$ cat config.mk
export PLATFORM = sky130hd
export DESIGN_NAME = uart_cfg
export DESIGN_NICKNAME = d
export VERILOG_FILES = /design/src/rtl/uart_cfg.sv
export SDC_FILE = /design/constraint.sdc
export NUM_CORES = 1
export LEC_CHECK = 0
export BUFFER_PORTS_ARGS = -buffer_cell sky130_fd_sc_hd__buf_2
export CAP_MARGIN = 20
export CORE_MARGIN = 1.5
export CORE_UTILIZATION = 58
export DETAILED_ROUTE_END_ITERATION = 10
export PLACE_DENSITY = 0.81
export SLEW_MARGIN = 10
export SYNTH_ARGS = -nofsm -noshare
export SYNTH_HDL_FRONTEND = slang
export SYNTH_SLANG_ARGS = --single-unit
$ cat constraint.sdc
create_clock -name clk -period 4.45 [get_ports clk]
set_clock_uncertainty 0.15 [all_clocks]
set_input_delay 0.6675 -clock clk [delete_from_list [all_inputs] [get_ports clk]]
set_output_delay 0.6675 -clock clk [all_outputs]
set_load 0.01 [all_outputs]
$ cat src/rtl/uart_cfg.sv
// Parametrised full-duplex UART with runtime parity/stop selection and error flags.
// Define UART_CFG_RX_FIFO_EN to queue received words in an RX_FIFO_DEPTH-entry FIFO.
module uart_cfg #(
  parameter int WORD_LENGTH   = 8,
  parameter int CLKS_PER_BIT  = 16,
  parameter int RX_FIFO_DEPTH = 4
) (
  input  logic                   clk,
  input  logic                   reset,
  input  logic                   SerialDataIn,
  input  logic                   Clear_RX_Flag,
  input  logic [WORD_LENGTH-1:0] DATATX,
  input  logic                   Transmit,
  input  logic [1:0]             ParityMode,
  input  logic                   TwoStopBits,
  output logic [WORD_LENGTH-1:0] DATARX,
  output logic                   RX_FLAG,
  output logic                   ParityError,
  output logic                   FramingError,
  output logic                   Overrun,
  output logic                   SerialDataOut,
  output logic                   TX_BUSY
);

  localparam int BAUD_W = $clog2(CLKS_PER_BIT);
  localparam int BIT_W  = $clog2(WORD_LENGTH + 1);
  localparam logic [BAUD_W-1:0] BAUD_LAST = BAUD_W'(CLKS_PER_BIT - 1);
  localparam logic [BAUD_W-1:0] HALF_LAST = BAUD_W'(CLKS_PER_BIT / 2 - 1);
  localparam logic [BIT_W-1:0]  BIT_LAST  = BIT_W'(WORD_LENGTH - 1);

  if (CLKS_PER_BIT < 4 || RX_FIFO_DEPTH < 2) begin : g_bad_param
    $error("uart_cfg: CLKS_PER_BIT must be >= 4 and RX_FIFO_DEPTH >= 2");
  end

  typedef enum logic [2:0] {S_IDLE, S_START, S_DATA, S_PARITY, S_STOP} state_t;

  function automatic logic par_en(input logic [1:0] m);
    return m[0] ^ m[1];
  endfunction

  function automatic logic par_odd(input logic [1:0] m);
    return m[1] & ~m[0];
  endfunction

  // RX input synchroniser and falling-edge detect
  logic rx_s1, rx_s2, rx_prev, rx_fall;
  always_ff @(posedge clk or negedge reset) begin
    if (!reset) begin
      rx_s1   <= 1'b1;
      rx_s2   <= 1'b1;
      rx_prev <= 1'b1;
    end else begin
      rx_s1   <= SerialDataIn;
      rx_s2   <= rx_s1;
      rx_prev <= rx_s2;
    end
  end
  assign rx_fall = rx_prev & ~rx_s2;

  // RX frame FSM
  state_t                 rx_state, rx_next;
  logic [BAUD_W-1:0]      rx_baud;
  logic [BIT_W-1:0]       rx_bit;
  logic                   rx_stop_cnt, rx_two, rx_tick, rx_last_stop;
  logic [1:0]             rx_mode;
  logic [WORD_LENGTH-1:0] rx_shreg;
  logic                   rx_par_bit, rx_ferr_acc, rx_done, rx_perr_res, rx_ferr_res;

  assign rx_tick      = (rx_state == S_START) ? (rx_baud == HALF_LAST) : (rx_baud == BAUD_LAST);
  assign rx_last_stop = (rx_state == S_STOP) && rx_tick && (rx_stop_cnt || !rx_two);

  always_comb begin
    rx_next = rx_state;
    case (rx_state)
      S_IDLE:   if (rx_fall) rx_next = S_START;
      S_START:  if (rx_tick) rx_next = rx_s2 ? S_IDLE : S_DATA;
      S_DATA:   if (rx_tick && rx_bit == BIT_LAST) rx_next = par_en(rx_mode) ? S_PARITY : S_STOP;
      S_PARITY: if (rx_tick) rx_next = S_STOP;
      S_STOP:   if (rx_last_stop) rx_next = S_IDLE;
      default:  rx_next = S_IDLE;
    endcase
  end

  always_ff @(posedge clk or negedge reset) begin
    if (!reset) begin
      rx_state    <= S_IDLE;
      rx_baud     <= '0;
      rx_bit      <= '0;
      rx_stop_cnt <= 1'b0;
      rx_mode     <= 2'b00;
      rx_two      <= 1'b0;
      rx_ferr_acc <= 1'b0;
      rx_done     <= 1'b0;
      rx_perr_res <= 1'b0;
      rx_ferr_res <= 1'b0;
    end else begin
      rx_state <= rx_next;
      rx_done  <= rx_last_stop;
      if (rx_state == S_IDLE || rx_tick) rx_baud <= '0;
      else                               rx_baud <= rx_baud + 1'b1;
      if (rx_state == S_IDLE) begin
        rx_bit      <= '0;
        rx_stop_cnt <= 1'b0;
        rx_ferr_acc <= 1'b0;
        if (rx_fall) begin
          rx_mode <= ParityMode;
          rx_two  <= TwoStopBits;
        end
      end
      if (rx_state == S_DATA && rx_tick) rx_bit <= (rx_bit == BIT_LAST) ? '0 : rx_bit + 1'b1;
      if (rx_state == S_STOP && rx_tick) begin
        rx_stop_cnt <= 1'b1;
        if (!rx_s2) rx_ferr_acc <= 1'b1;
      end
      if (rx_last_stop) begin
        rx_ferr_res <= rx_ferr_acc | ~rx_s2;
        rx_perr_res <= par_en(rx_mode) & (rx_par_bit ^ (^rx_shreg) ^ par_odd(rx_mode));
      end
    end
  end

  always_ff @(posedge clk) begin
    if (rx_state == S_DATA && rx_tick)   rx_shreg   <= {rx_s2, rx_shreg[WORD_LENGTH-1:1]};
    if (rx_state == S_PARITY && rx_tick) rx_par_bit <= rx_s2;
  end

`ifdef UART_CFG_RX_FIFO_EN
  localparam int PTR_W = $clog2(RX_FIFO_DEPTH);
  logic [WORD_LENGTH+1:0] fifo_mem [RX_FIFO_DEPTH];
  logic [PTR_W:0]         wr_ptr, rd_ptr;
  logic                   fifo_empty, fifo_full, fifo_push, fifo_pop;

  assign fifo_empty = (wr_ptr == rd_ptr);
  assign fifo_full  = (wr_ptr[PTR_W] != rd_ptr[PTR_W]) &&
                      (wr_ptr[PTR_W-1:0] == rd_ptr[PTR_W-1:0]);
  assign fifo_pop   = Clear_RX_Flag && !fifo_empty;
  assign fifo_push  = rx_done && (!fifo_full || fifo_pop);

  // A completing frame only overruns when no slot is freed in the same cycle
  always_ff @(posedge clk or negedge reset) begin
    if (!reset) begin
      wr_ptr  <= '0;
      rd_ptr  <= '0;
      Overrun <= 1'b0;
      for (int i = 0; i < RX_FIFO_DEPTH; i++) fifo_mem[i] <= '0;
    end else begin
      if (fifo_push) begin
        fifo_mem[wr_ptr[PTR_W-1:0]] <= {rx_perr_res, rx_ferr_res, rx_shreg};
        wr_ptr <= wr_ptr + 1'b1;
      end
      if (fifo_pop) rd_ptr <= rd_ptr + 1'b1;
      if (rx_done && !fifo_push) Overrun <= 1'b1;
      else if (Clear_RX_Flag)    Overrun <= 1'b0;
    end
  end

  logic [WORD_LENGTH+1:0] fifo_head;
  assign fifo_head    = fifo_mem[rd_ptr[PTR_W-1:0]];
  assign DATARX       = fifo_head[WORD_LENGTH-1:0];
  assign FramingError = fifo_head[WORD_LENGTH] & ~fifo_empty;
  assign ParityError  = fifo_head[WORD_LENGTH+1] & ~fifo_empty;
  assign RX_FLAG      = ~fifo_empty;
`else
  // Completion beats a simultaneous clear, and then does not count as overrun
  always_ff @(posedge clk or negedge reset) begin
    if (!reset) begin
      DATARX       <= '0;
      RX_FLAG      <= 1'b0;
      ParityError  <= 1'b0;
      FramingError <= 1'b0;
      Overrun      <= 1'b0;
    end else if (rx_done) begin
      DATARX       <= rx_shreg;
      RX_FLAG      <= 1'b1;
      ParityError  <= rx_perr_res;
      FramingError <= rx_ferr_res;
      Overrun      <= Clear_RX_Flag ? 1'b0 : (Overrun | RX_FLAG);
    end else if (Clear_RX_Flag) begin
      RX_FLAG      <= 1'b0;
      ParityError  <= 1'b0;
      FramingError <= 1'b0;
      Overrun      <= 1'b0;
    end
  end
`endif

  // TX frame FSM
  state_t                 tx_state, tx_next;
  logic [BAUD_W-1:0]      tx_baud;
  logic [BIT_W-1:0]       tx_bit;
  logic                   tx_stop_cnt, tx_two, tx_tick, tx_par;
  logic [1:0]             tx_mode;
  logic [WORD_LENGTH-1:0] tx_shreg;

  assign tx_tick = (tx_baud == BAUD_LAST);

  always_comb begin
    tx_next = tx_state;
    case (tx_state)
      S_IDLE:   if (Transmit) tx_next = S_START;
      S_START:  if (tx_tick) tx_next = S_DATA;
      S_DATA:   if (tx_tick && tx_bit == BIT_LAST) tx_next = par_en(tx_mode) ? S_PARITY : S_STOP;
      S_PARITY: if (tx_tick) tx_next = S_STOP;
      S_STOP:   if (tx_tick && (tx_stop_cnt || !tx_two)) tx_next = S_IDLE;
      default:  tx_next = S_IDLE;
    endcase
  end

  always_ff @(posedge clk or negedge reset) begin
    if (!reset) begin
      tx_state    <= S_IDLE;
      tx_baud     <= '0;
      tx_bit      <= '0;
      tx_stop_cnt <= 1'b0;
      tx_mode     <= 2'b00;
      tx_two      <= 1'b0;
    end else begin
      tx_state <= tx_next;
      if (tx_state == S_IDLE || tx_tick) tx_baud <= '0;
      else                               tx_baud <= tx_baud + 1'b1;
      if (tx_state == S_IDLE) begin
        tx_bit      <= '0;
        tx_stop_cnt <= 1'b0;
        if (Transmit) begin
          tx_mode <= ParityMode;
          tx_two  <= TwoStopBits;
        end
      end
      if (tx_state == S_DATA && tx_tick) tx_bit <= (tx_bit == BIT_LAST) ? '0 : tx_bit + 1'b1;
      if (tx_state == S_STOP && tx_tick) tx_stop_cnt <= 1'b1;
    end
  end

  always_ff @(posedge clk) begin
    if (tx_state == S_IDLE && Transmit) begin
      tx_shreg <= DATATX;
      tx_par   <= (^DATATX) ^ par_odd(ParityMode);
    end else if (tx_state == S_DATA && tx_tick) begin
      tx_shreg <= tx_shreg >> 1;
    end
  end

  always_comb begin
    SerialDataOut = 1'b1;
    case (tx_state)
      S_START:  SerialDataOut = 1'b0;
      S_DATA:   SerialDataOut = tx_shreg[0];
      S_PARITY: SerialDataOut = tx_par;
      default:  SerialDataOut = 1'b1;
    endcase
  end

  assign TX_BUSY = (tx_state != S_IDLE);

endmodule

==> qor.yml <==
finalCritPeriodShare: 0.547
grt_max_degree: 50
swShare: 0.301
crit_path_max_fanout: 15
area_delta_synth_final_pct: 13.0
synth.most_common_cell: "dfrtp_1"
drt_wl_total_um: 4970
final.setup.tns_ps: 0
clock_sinks: 67
grt_overflow: 0
gp_congestion: 0.802
final.min_clock_period_ps: 2440
postCtsSetupRepairBufs: 0
syn-num-nets: 271
io_pins: 30
cp-start-kind: "register"
initial_utilization: 0.604
placeableCoreArea_um2: 5110
rr_startpoint: "tx_baud[0]"
num-fill-cells: 387
postRouteAntennaNets: 0
final_cells: 357
power.total_mw: 1.78
syn_avg_cell_area_um2: 12.3
maxSlewHeadroom: 0.417
cellPowerDensity_nw_per_um2: 510
cts_resized: 0
nNetsFinal: 303
antennaDiodeCount: 0
synth_seq_cells: 67
yosysUniqueCellTypes: 46
postSynth.topFlopCell: "dfrtp_1"
clock_path_buffers: 2
synth_seq_area_share: 0.574
end_kind: "primary output"
hp-class: "register to register"
drv_cap: 0
slowest_delay_ps: 690
die_h_um: 75.9
cp_top_family: "flip-flops"
vias_per_cell: 5.43
drc_errors: 0
io_buffer_count: 29
p_clk_frac: 0.310
hold_violations: 0
cts.clk_slew.worst_paths_ps: 70
post_drt_wl_per_cell_um: 13.9
netSwitchingPower_mw: 0.535
synth-async-reset-ratio: 0.731
dr.pass1.iters: 4
synth_area_leaders: "dfrtp_1 37%, edfxtp_1 18%, mux2_2 8.4%, xnor2_1 4.5%, o21ai_0 2.6%"
yosysWarnings: 0
power_frac_comb: 0.227
intPower_mw: 1.24
setup_viol: 0
reg2reg_depth: 4
arrival_ps: 1620
first_global_vias: 1805
cellLeakagePower_nw: 1.58
synth_edf_count: 18
syn-cell-area_um2: 3090
drv_slew: 0
critPathCapture: "SerialDataOut"
die_area_um2: 5770
peakVddDrop_mv: 0.319
drive_gt1_frac: 0.265
clk_latency_ps: 350
holdBufCountCts: 0
r2r_end: "tx_shreg[4]"
cts-root-buf: "clkbuf_8"
syn-instance-count: 250
multiInputGateArea_um2: 1210
fp.dieW_um: 75.9
seq_power_share: 0.464
slowest_stage: "dfrtp_1"
antenna_found_initial: 0
vias: 1938
grt_pass1_wl_um: 8450
yosys.area.top_type: "dfrtp_1"
rsz0062_at_grt: "false"
seq_area_um2: 1770
cts_tree: "built"
num_rows: 26
dp_hpwl_um: 3360
grt_use_total: 0.188
drtIter0Drc: 113
crit_cells: 3
htree_levels: 3
crit_chain: "a21oi_1, a311o_1, buf_2"
tightest_slew_ps: 872
placed_cells: 341
cts_buffers: 9
fmax_ghz: 0.411
status: "finished clean"
rrSetupSlack_ps: 2360
yosysTopAreaCellShare: 0.373
worstPathRequired_ps: 3630
cp-startpoint: "tx_state[1]"
path_buf_inv: 1
yosys-top-cells-count: "46 x dfrtp_1, 23 x mux2_2, 18 x edfxtp_1, 18 x nor2_1"
worstSetupPathType: "register to primary output"
-- area by class of cell --
cell class | count | share of cell area
clock buffers | 9 | 0.0355
inverters | 12 | 0.0129
flip-flops and latches | 67 | 0.508
multi-input cells | 162 | 0.348
well taps | 70 | 0.0251
clock inverters | 7 | 0.0266
repair buffers | 30 | 0.0438
-- cells by family (layout without fill, tap and decap cells) --
family / count (synthesis) / count (layout) / synth area share
compound gates: 47 / 47 / 0.0965
xor+xnor: 21 / 21 / 0.0641
fa+ha+maj: 5 / 5 / 0.0203
buf+inv: 21 / 58 / 0.0324
flops: 67 / 67 / 0.574
mux: 25 / 25 / 0.0921
simple gates: 64 / 64 / 0.121
-- state kept, by name, summed over array words and instances, names as in the netlist, 2 cells and up --
signal / flops
DATARX: 8
rx_shreg: 8
tx_shreg: 8
rx_baud: 4
rx_bit: 4
tx_baud: 4
tx_bit: 4
rx_state: 3
tx_state: 3
rx_mode: 2
tx_mode: 2
-- layout by cell type, fill, tap and decap left out, types with 3 or more instances in the layout --
cell      instances
a21oi_1          12
a22o_1            9
and3_1            4
buf_2            29
clkbuf_8          9
dfrtp_1          46
dfstp_2           3
edfxtp_1         18
ha_1              5
inv_1            12
mux2_2           23
nand2_1           9
nand2b_1          3
nand3_1           6
nor2_1           18
nor2b_1           3
nor3_1            5
o21ai_0          16
xnor2_1          16
xor2_1            4
-- power groups by stage --
stage	Combinational [mW]	Sequential [mW]	Clock [mW]
2_1_floorplan	0.366	0.793	0
3_3_place_gp	0.393	0.832	0
3_5_place_dp	0.402	0.836	0
4_1_cts	0.405	0.824	0.563
5_1_grt	0.451	0.839	0.584
6_report	0.403	0.825	0.551
-- how the worst min path moves through the flow --
stage	start	endpoint	slack [ps]	depth (start not counted)
global route	rx_s1	rx_s2	210	0
finish	rx_s1	rx_s2	210	0
CTS	rx_s1	rx_s2	210	0
global placement	rx_s1	rx_s2	200	0
floorplan	rx_s1	rx_s2	200	0
detailed placement	rx_s1	rx_s2	200	0
-- metal layers --
| layer | GRT usage | part of all wire | up-vias |
|---|---|---|---|
| li1 | - | - | 957 |
| met1 | 0.252 | 0.48 | 945 |
| met2 | 0.285 | 0.47 | 30 |
| met3 | 0.0578 | 0.035 | 6 |
| met4 | 0.0833 | 0.014 | 0 |
| met5 | 0 | 0 | - |
-- stage by stage --
step | util | area [µm²] | worst slack (ps) | hold slack (ps)
floorplan | - | 3090 | 2410 | 195
global placement | 0.640 | 3270 | 2400 | 196
detailed placement | 0.640 | 3270 | 2370 | 197
CTS | 0.683 | 3490 | 2000 | 207
global route | 0.683 | 3490 | 1900 | 209
finish | 0.683 | 3490 | 2010 | 206
Note: power is estimated with default switching activity, not from simulation.
